<file path="config.mk">
export PLATFORM = sky130hd
export DESIGN_NAME = reg_mem
export DESIGN_NICKNAME = d
export VERILOG_FILES = /design/src/rtl/reg_mem.sv
export SDC_FILE = /design/constraint.sdc
export NUM_CORES = 1
export LEC_CHECK = 0
export ABC_AREA = 1
export BUFFER_PORTS_ARGS = -buffer_cell sky130_fd_sc_hd__buf_2
export CAP_MARGIN = 20
export CORE_MARGIN = 1.5
export CORE_UTILIZATION = 47
export DETAILED_ROUTE_END_ITERATION = 16
export GPL_TIMING_DRIVEN = 0
export PLACE_DENSITY = 0.76
export SYNTH_ARGS = -nofsm -noshare
export SYNTH_HDL_FRONTEND = slang
export SYNTH_SLANG_ARGS = --single-unit
</file>
<file path="constraint.sdc">
create_clock -name clk -period 5.1 [get_ports clk]
set_input_delay 0.765 -clock clk [delete_from_list [all_inputs] [get_ports clk]]
set_output_delay 0.765 -clock clk [all_outputs]
set_load 0.1 [all_outputs]
</file>
<file path="src/rtl/reg_mem.sv">
// reg_mem: memory-stage pipeline register and data-memory sequencer.
// Latency: ALU ops reach WB one edge after capture; a memory op stays in M
//   for ack-wait + 2 cycles, or TIMEOUT + 2 cycles when the access times out.
// Backpressure: stallM_o holds upstream stages while an access is outstanding.
//   enbM holds the M register and bubbles WB.
// Ports:
//   clk, rst                      clock, async active-high reset
//   alu_resM..sx_2M_ctrl          instruction fields from the execute stage
//   enbM, flashM                  hold / flush from the hazard unit
//   dmem_req/we/addr/be/wdata     data-memory request (zero while idle)
//   dmem_ack, dmem_rdata          single-cycle completion pulse and read data
//   stallM_o                      stage busy
//   wb_data, wb_rd, wb_we_reg     registered write-back bundle
//   bus_err                       sticky timeout flag
module reg_mem #(
  // Wait budget in BUSY before abandoning an access; legal range is 2..255.
  parameter int unsigned TIMEOUT = 16
) (
  input  logic        clk,
  input  logic        rst,
  input  logic [31:0] alu_resM,
  input  logic [31:0] wdataM,
  input  logic [4:0]  rdM,
  input  logic        we_regM,
  input  logic [3:0]  be_memM,
  input  logic [1:0]  cmdM,
  input  logic [2:0]  sx_2M_ctrl,
  input  logic        enbM,
  input  logic        flashM,
  output logic        dmem_req,
  output logic        dmem_we,
  output logic [31:0] dmem_addr,
  output logic [3:0]  dmem_be,
  output logic [31:0] dmem_wdata,
  input  logic        dmem_ack,
  input  logic [31:0] dmem_rdata,
  output logic        stallM_o,
  output logic [31:0] wb_data,
  output logic [4:0]  wb_rd,
  output logic        wb_we_reg,
  output logic        bus_err
);

  localparam logic [7:0] LP_TIMEOUT = 8'(TIMEOUT);

  typedef enum logic [1:0] {
    S_IDLE = 2'd0,
    S_BUSY = 2'd1,
    S_DONE = 2'd2
  } state_t;

  // M register
  logic [31:0] r_alu_res;
  logic [31:0] r_wdata;
  logic [4:0]  r_rd;
  logic        r_we_reg;
  logic [3:0]  r_be;
  logic [1:0]  r_cmd;
  logic [2:0]  r_sx;

  // Sequencer state
  state_t      r_state;
  logic [7:0]  r_cnt;
  logic [31:0] r_ld_q;
  logic        r_bus_err;

  // WB register
  logic [31:0] r_wb_data;
  logic [4:0]  r_wb_rd;
  logic        r_wb_we;

  logic        w_mem_op;
  logic        w_stall;
  logic        w_req;
  logic        w_flush;
  logic        w_capture;
  logic [15:0] w_half;
  logic [7:0]  w_byte;
  logic [31:0] w_ld_ext;

  assign w_mem_op  = (r_cmd == 2'b01) || (r_cmd == 2'b10);
  assign w_stall   = w_mem_op && (r_state != S_DONE);
  // Request is decoded from registers only, so an async reset drops it at once.
  assign w_req     = (r_state == S_BUSY) || ((r_state == S_IDLE) && w_mem_op);
  // A started bus access cannot be cancelled, so flush is ignored in BUSY.
  assign w_flush   = flashM && (r_state != S_BUSY);
  assign w_capture = !enbM && !w_stall;

  // M register
  always_ff @(posedge clk or posedge rst) begin
    if (rst) begin
      r_alu_res <= '0;
      r_wdata   <= '0;
      r_rd      <= '0;
      r_we_reg  <= 1'b0;
      r_be      <= '0;
      r_cmd     <= '0;
      r_sx      <= '0;
    end else if (w_flush) begin
      r_alu_res <= '0;
      r_wdata   <= '0;
      r_rd      <= '0;
      r_we_reg  <= 1'b0;
      r_be      <= '0;
      r_cmd     <= '0;
      r_sx      <= '0;
    end else if (w_capture) begin
      r_alu_res <= alu_resM;
      r_wdata   <= wdataM;
      r_rd      <= rdM;
      r_we_reg  <= we_regM;
      r_be      <= be_memM;
      r_cmd     <= cmdM;
      r_sx      <= sx_2M_ctrl;
    end
  end

  // Access sequencer. DONE parks the FSM until M takes a new instruction,
  // which keeps a completed access from being requested a second time.
  always_ff @(posedge clk or posedge rst) begin
    if (rst) begin
      r_state   <= S_IDLE;
      r_cnt     <= '0;
      r_ld_q    <= '0;
      r_bus_err <= 1'b0;
    end else begin
      case (r_state)
        S_IDLE: begin
          if (w_mem_op) begin
            if (dmem_ack) begin
              r_state <= S_DONE;
              r_ld_q  <= dmem_rdata;
            end else begin
              r_state <= S_BUSY;
              r_cnt   <= 8'd1;
            end
          end
        end
        S_BUSY: begin
          if (dmem_ack) begin
            r_state <= S_DONE;
            r_ld_q  <= dmem_rdata;
            r_cnt   <= '0;
          end else if (r_cnt == LP_TIMEOUT) begin
            r_state   <= S_DONE;
            r_ld_q    <= '0;
            r_bus_err <= 1'b1;
            r_cnt     <= '0;
          end else begin
            r_cnt <= r_cnt + 8'd1;
          end
        end
        S_DONE: begin
          if (w_flush || w_capture) begin
            r_state <= S_IDLE;
          end
        end
        default: r_state <= S_IDLE;
      endcase
    end
  end

  // Load extraction from the captured word, lane picked by the address.
  always_comb begin
    w_half = r_alu_res[1] ? r_ld_q[31:16] : r_ld_q[15:0];
    case (r_alu_res[1:0])
      2'd0:    w_byte = r_ld_q[7:0];
      2'd1:    w_byte = r_ld_q[15:8];
      2'd2:    w_byte = r_ld_q[23:16];
      default: w_byte = r_ld_q[31:24];
    endcase
    case (r_sx)
      3'b001:  w_ld_ext = {{16{w_half[15]}}, w_half};
      3'b010:  w_ld_ext = {16'd0, w_half};
      3'b011:  w_ld_ext = {{24{w_byte[7]}}, w_byte};
      3'b100:  w_ld_ext = {24'd0, w_byte};
      default: w_ld_ext = r_ld_q;
    endcase
  end

  // WB register
  always_ff @(posedge clk or posedge rst) begin
    if (rst) begin
      r_wb_data <= '0;
      r_wb_rd   <= '0;
      r_wb_we   <= 1'b0;
    end else if (w_stall || enbM) begin
      r_wb_data <= '0;
      r_wb_rd   <= '0;
      r_wb_we   <= 1'b0;
    end else begin
      r_wb_data <= (r_cmd == 2'b01) ? w_ld_ext : r_alu_res;
      r_wb_rd   <= r_rd;
      r_wb_we   <= r_we_reg;
    end
  end

  assign dmem_req   = w_req;
  assign dmem_we    = w_req && (r_cmd == 2'b10);
  assign dmem_addr  = w_req ? r_alu_res : '0;
  assign dmem_be    = w_req ? r_be      : '0;
  assign dmem_wdata = w_req ? r_wdata   : '0;
  assign stallM_o   = w_stall;
  assign wb_data    = r_wb_data;
  assign wb_rd      = r_wb_rd;
  assign wb_we_reg  = r_wb_we;
  assign bus_err    = r_bus_err;

endmodule

</file>
==> results.yml <==
logic_synthesis:
  leading_post_synthesis_cells_by_cell_area: "sky130_fd_sc_hd__dfrtp_1 (52%), sky130_fd_sc_hd__nand3_1 (9.3%), sky130_fd_sc_hd__nand2_1 (8.7%)"
  synthesis.area_per_instance_um2: 7.77
  ys_async_sr_fraction_pct: 100
  yosysMostFrequentCell: "sky130_fd_sc_hd__nand2_1"
  synth.ff_latch_count: 160
  synth.top_cell.area_share_pct: 51.7
  synth_warnings: 0
  mappedNetlistNets: 1117
  syn_area_um2: 7740
  netlist_top_cells_count: "sky130_fd_sc_hd__nand2_1 (179), sky130_fd_sc_hd__dfrtp_1 (160), sky130_fd_sc_hd__nand3_1 (144)"
  synth_edf_count: 0
  ys_seq_area_share_pct: 51.7
  ys_dominant_reg_cell: "sky130_fd_sc_hd__dfrtp_1"
  postSynthCellCount: 997
  yosysUniqueCellTypes: 31
  most_area_hungry_cell_type_in_the_yosys_netlist: "sky130_fd_sc_hd__dfrtp_1"
floorplan:
  floorplan.die_area_um2: 17300
  core-area_um2: 16000
  boundaryPins: 226
  starting_density_of_the_core_pct: 48.4
  placement_rows: 46
  fp.dieW_um: 131
  chipHeight_um: 131
clock_tree:
  cts_resized: 0
  path_clk_slew_ps: 70
  max-clock-path-buffers: 2
  numCtsBuffers: 17
  cts_tree: "built"
  clock_sink_count: 160
  hold_fix_buffer_count_after_cts: 0
  clock_tree.root_cell: "sky130_fd_sc_hd__clkbuf_16"
  postCtsSetupRepairBufs: 0
  worst_skew_pair.late_latency_ps: 430
  h_tree_levels: 4
critical_path:
  crit_path_max_fo: 10
  critPathRequiredTime_ps: 4340
  timing.reg2reg.setup_slack_ps: 2970
  worst-r2r-cell-count: 10
  worst-setup-path-type: "reg2out"
  timing.critical_path.from_type: "flop"
  setup.worst_path.end_class: "primary output"
  cp.buffers_inverters: 5
  cp_data_arrival_time_ps: 2690
  worstReg2RegStart: "r_cmd[0]"
  crit_chain: "inv_1 -> ha_1 -> a21oi_2 -> inv_2 -> buf_2 -> buf_1 -> nor2_1 -> buf_2"
  r2r_end: "wb_data[19]"
  crit_slowest_cell: "sky130_fd_sc_hd__buf_2"
  crit_path_max_incr_delay_ps: 440
  cp_common_cell: "sky130_fd_sc_hd__buf_2"
  critical-path-top-delay-family: "buffers and inverters"
power:
  power_mw: 6.80
  leakage_nw: 5.24
  comb_power_share_pct: 53.5
  p_clk_share_pct: 18.6
  sequential_fraction_of_design_power_pct: 27.9
  swShare_pct: 54.6
  power.net_switching_mw: 3.71
  power_per_cell_area_nw_per_um2: 696
  intPower_mw: 3.08
  vdd_drop_max_mv: 0.371
grt:
  globalRouteTotalUtil_pct: 27.6
  first_global_vias: 7473
  globalRouteOverflowTotal: 0
  maximum_number_of_pins_on_one_net_before_global_route_repair: 98
  antenna_violations_before_repair: 0
  grt_first_pass_wirelength_mm: 37.6
timing:
  final_period_minus_worst_setup_slack_ps: 3460
  worst_pin_slew_ps: 651
  report.final.setup_viol: 0
  layout_worst_path_cycle_share_pct: 67.8
  finalHoldWorstSlack_ps: 405
  slew_headroom_pct: 56.6
  timing.clock.skew_ps: 8.77
  report.final.hold_viol_count: 0
  drv_slew: 0
  grt_setup_unrepaired: "no"
  setup_ws_ps: 1640
  timing.fmax_mhz: 289
outcome:
  run_status: "complete, no violations"
final_layout:
  drive_above_1_share_pct: 24.6
  nNetsFinal: 1362
  num_antenna_cells: 0
  synthToLayoutAreaGrowth_pct: 26.1
placed_design:
  gpl.final_weighted_congestion: 0.923
  dp_hpwl_mm: 17.2
  numPortBuffers: 225
  dp_worst_setup_slack_ps: 2120
routing:
  detail_route.wl_per_cell_um: 15.4
  drtIter0Drc: 503
  dr_total_vias: 7480
  postRouteWirelength_mm: 22.7
  avgViaCountPerCell: 5.08
  post-route-drc-count: 0
  antenna_violating_nets_post_route: 0
  firstDrtPassIters: 5
job:
  max-cap-violations: 0
hold_path:
  min_path_type: "in2async"
-- cell usage in the layout, fill, tap and decap left out, types with 3 or more instances in the layout --
cell type	instances
sky130_fd_sc_hd__a21oi_1	43
sky130_fd_sc_hd__buf_2	248
sky130_fd_sc_hd__buf_4	6
sky130_fd_sc_hd__clkbuf_1	30
sky130_fd_sc_hd__clkbuf_16	17
sky130_fd_sc_hd__dfrtp_1	160
sky130_fd_sc_hd__ha_1	4
sky130_fd_sc_hd__inv_1	128
sky130_fd_sc_hd__inv_2	5
sky130_fd_sc_hd__inv_6	5
sky130_fd_sc_hd__inv_8	5
sky130_fd_sc_hd__nand2_1	179
sky130_fd_sc_hd__nand2_2	3
sky130_fd_sc_hd__nand3_1	144
sky130_fd_sc_hd__nand3_2	3
sky130_fd_sc_hd__nand4_1	10
sky130_fd_sc_hd__nor2_1	118
sky130_fd_sc_hd__nor2_2	3
sky130_fd_sc_hd__o21ai_0	95
sky130_fd_sc_hd__o21ai_1	23
sky130_fd_sc_hd__o21bai_1	4
-- worst max path at each step --
stage                        start        endpoint  slack, ps  cells past startpoint
after floorplan                rst         bus_err         20                      1
after global placement         rst      r_wdata[6]      -1600                      2
after detailed placement  r_cmd[0]  dmem_wdata[24]       2120                      8
after CTS                 r_cmd[0]  dmem_wdata[24]       1630                      8
after global routing      r_cmd[0]  dmem_wdata[26]       1460                      8
final                     r_cmd[0]  dmem_wdata[22]       1640                      8
-- routing by layer --
metal,GRT usage (%),vias to the layer above,part of all wire [%]
met2,44.7,308,47
met4,10.7,0,2.8
met5,0,-,0
met1,35.9,3455,43
met3,6.67,50,7.5
li1,-,3667,-
-- per-stage QoR --
step                utilization, %  setup TNS (ps)  area, um2  instances
CTS                           61.0               0       9770       1471
global route                  61.0               0       9770       1471
finish                        61.0               0       9770       1471
global placement              57.1         -254920       9140       1438
detailed placement            57.3               0       9170       1439
floorplan                        -               0       7740        997
-- cells by family after synthesis --
family,synth area share [%]
xor+xnor,0.113
fa+ha+maj,0.646
buf+inv,10.3
compound gates,11.5
simple gates,25.8
flops,51.7
-- power groups by stage --
| stage | combinational [mW] | clock [mW] | sequential [mW] |
|---|---|---|---|
| floorplan | 2.32 | 0 | 2.39 |
| global placement | 3.58 | 0 | 1.90 |
| detailed placement | 3.62 | 0 | 1.91 |
| CTS | 3.63 | 1.29 | 1.89 |
| global route | 3.96 | 1.35 | 1.93 |
| finish | 3.64 | 1.27 | 1.89 |
-- area by class of cell --
| type | instances | area [um2] |
|---|---|---|
| multi-input combinational | 640 | 2940 |
| clock buffer | 17 | 425 |
| tap | 216 | 270 |
| timing repair buffer | 226 | 1150 |
| fill | 1463 | 6230 |
| buffer | 62 | 292 |
| clock inverter | 15 | 166 |
| sequential | 160 | 4000 |
| inverter | 135 | 513 |
-- worst register-to-register path, delay by kind of cell, from the launching register on --
family,cells,cell delay (ps)
fa+ha+maj,1,360
simple gates,2,160
buf+inv,5,880
compound gates,2,240
flops,1,350
No activity file was read; power rests on OpenSTA's default activity.
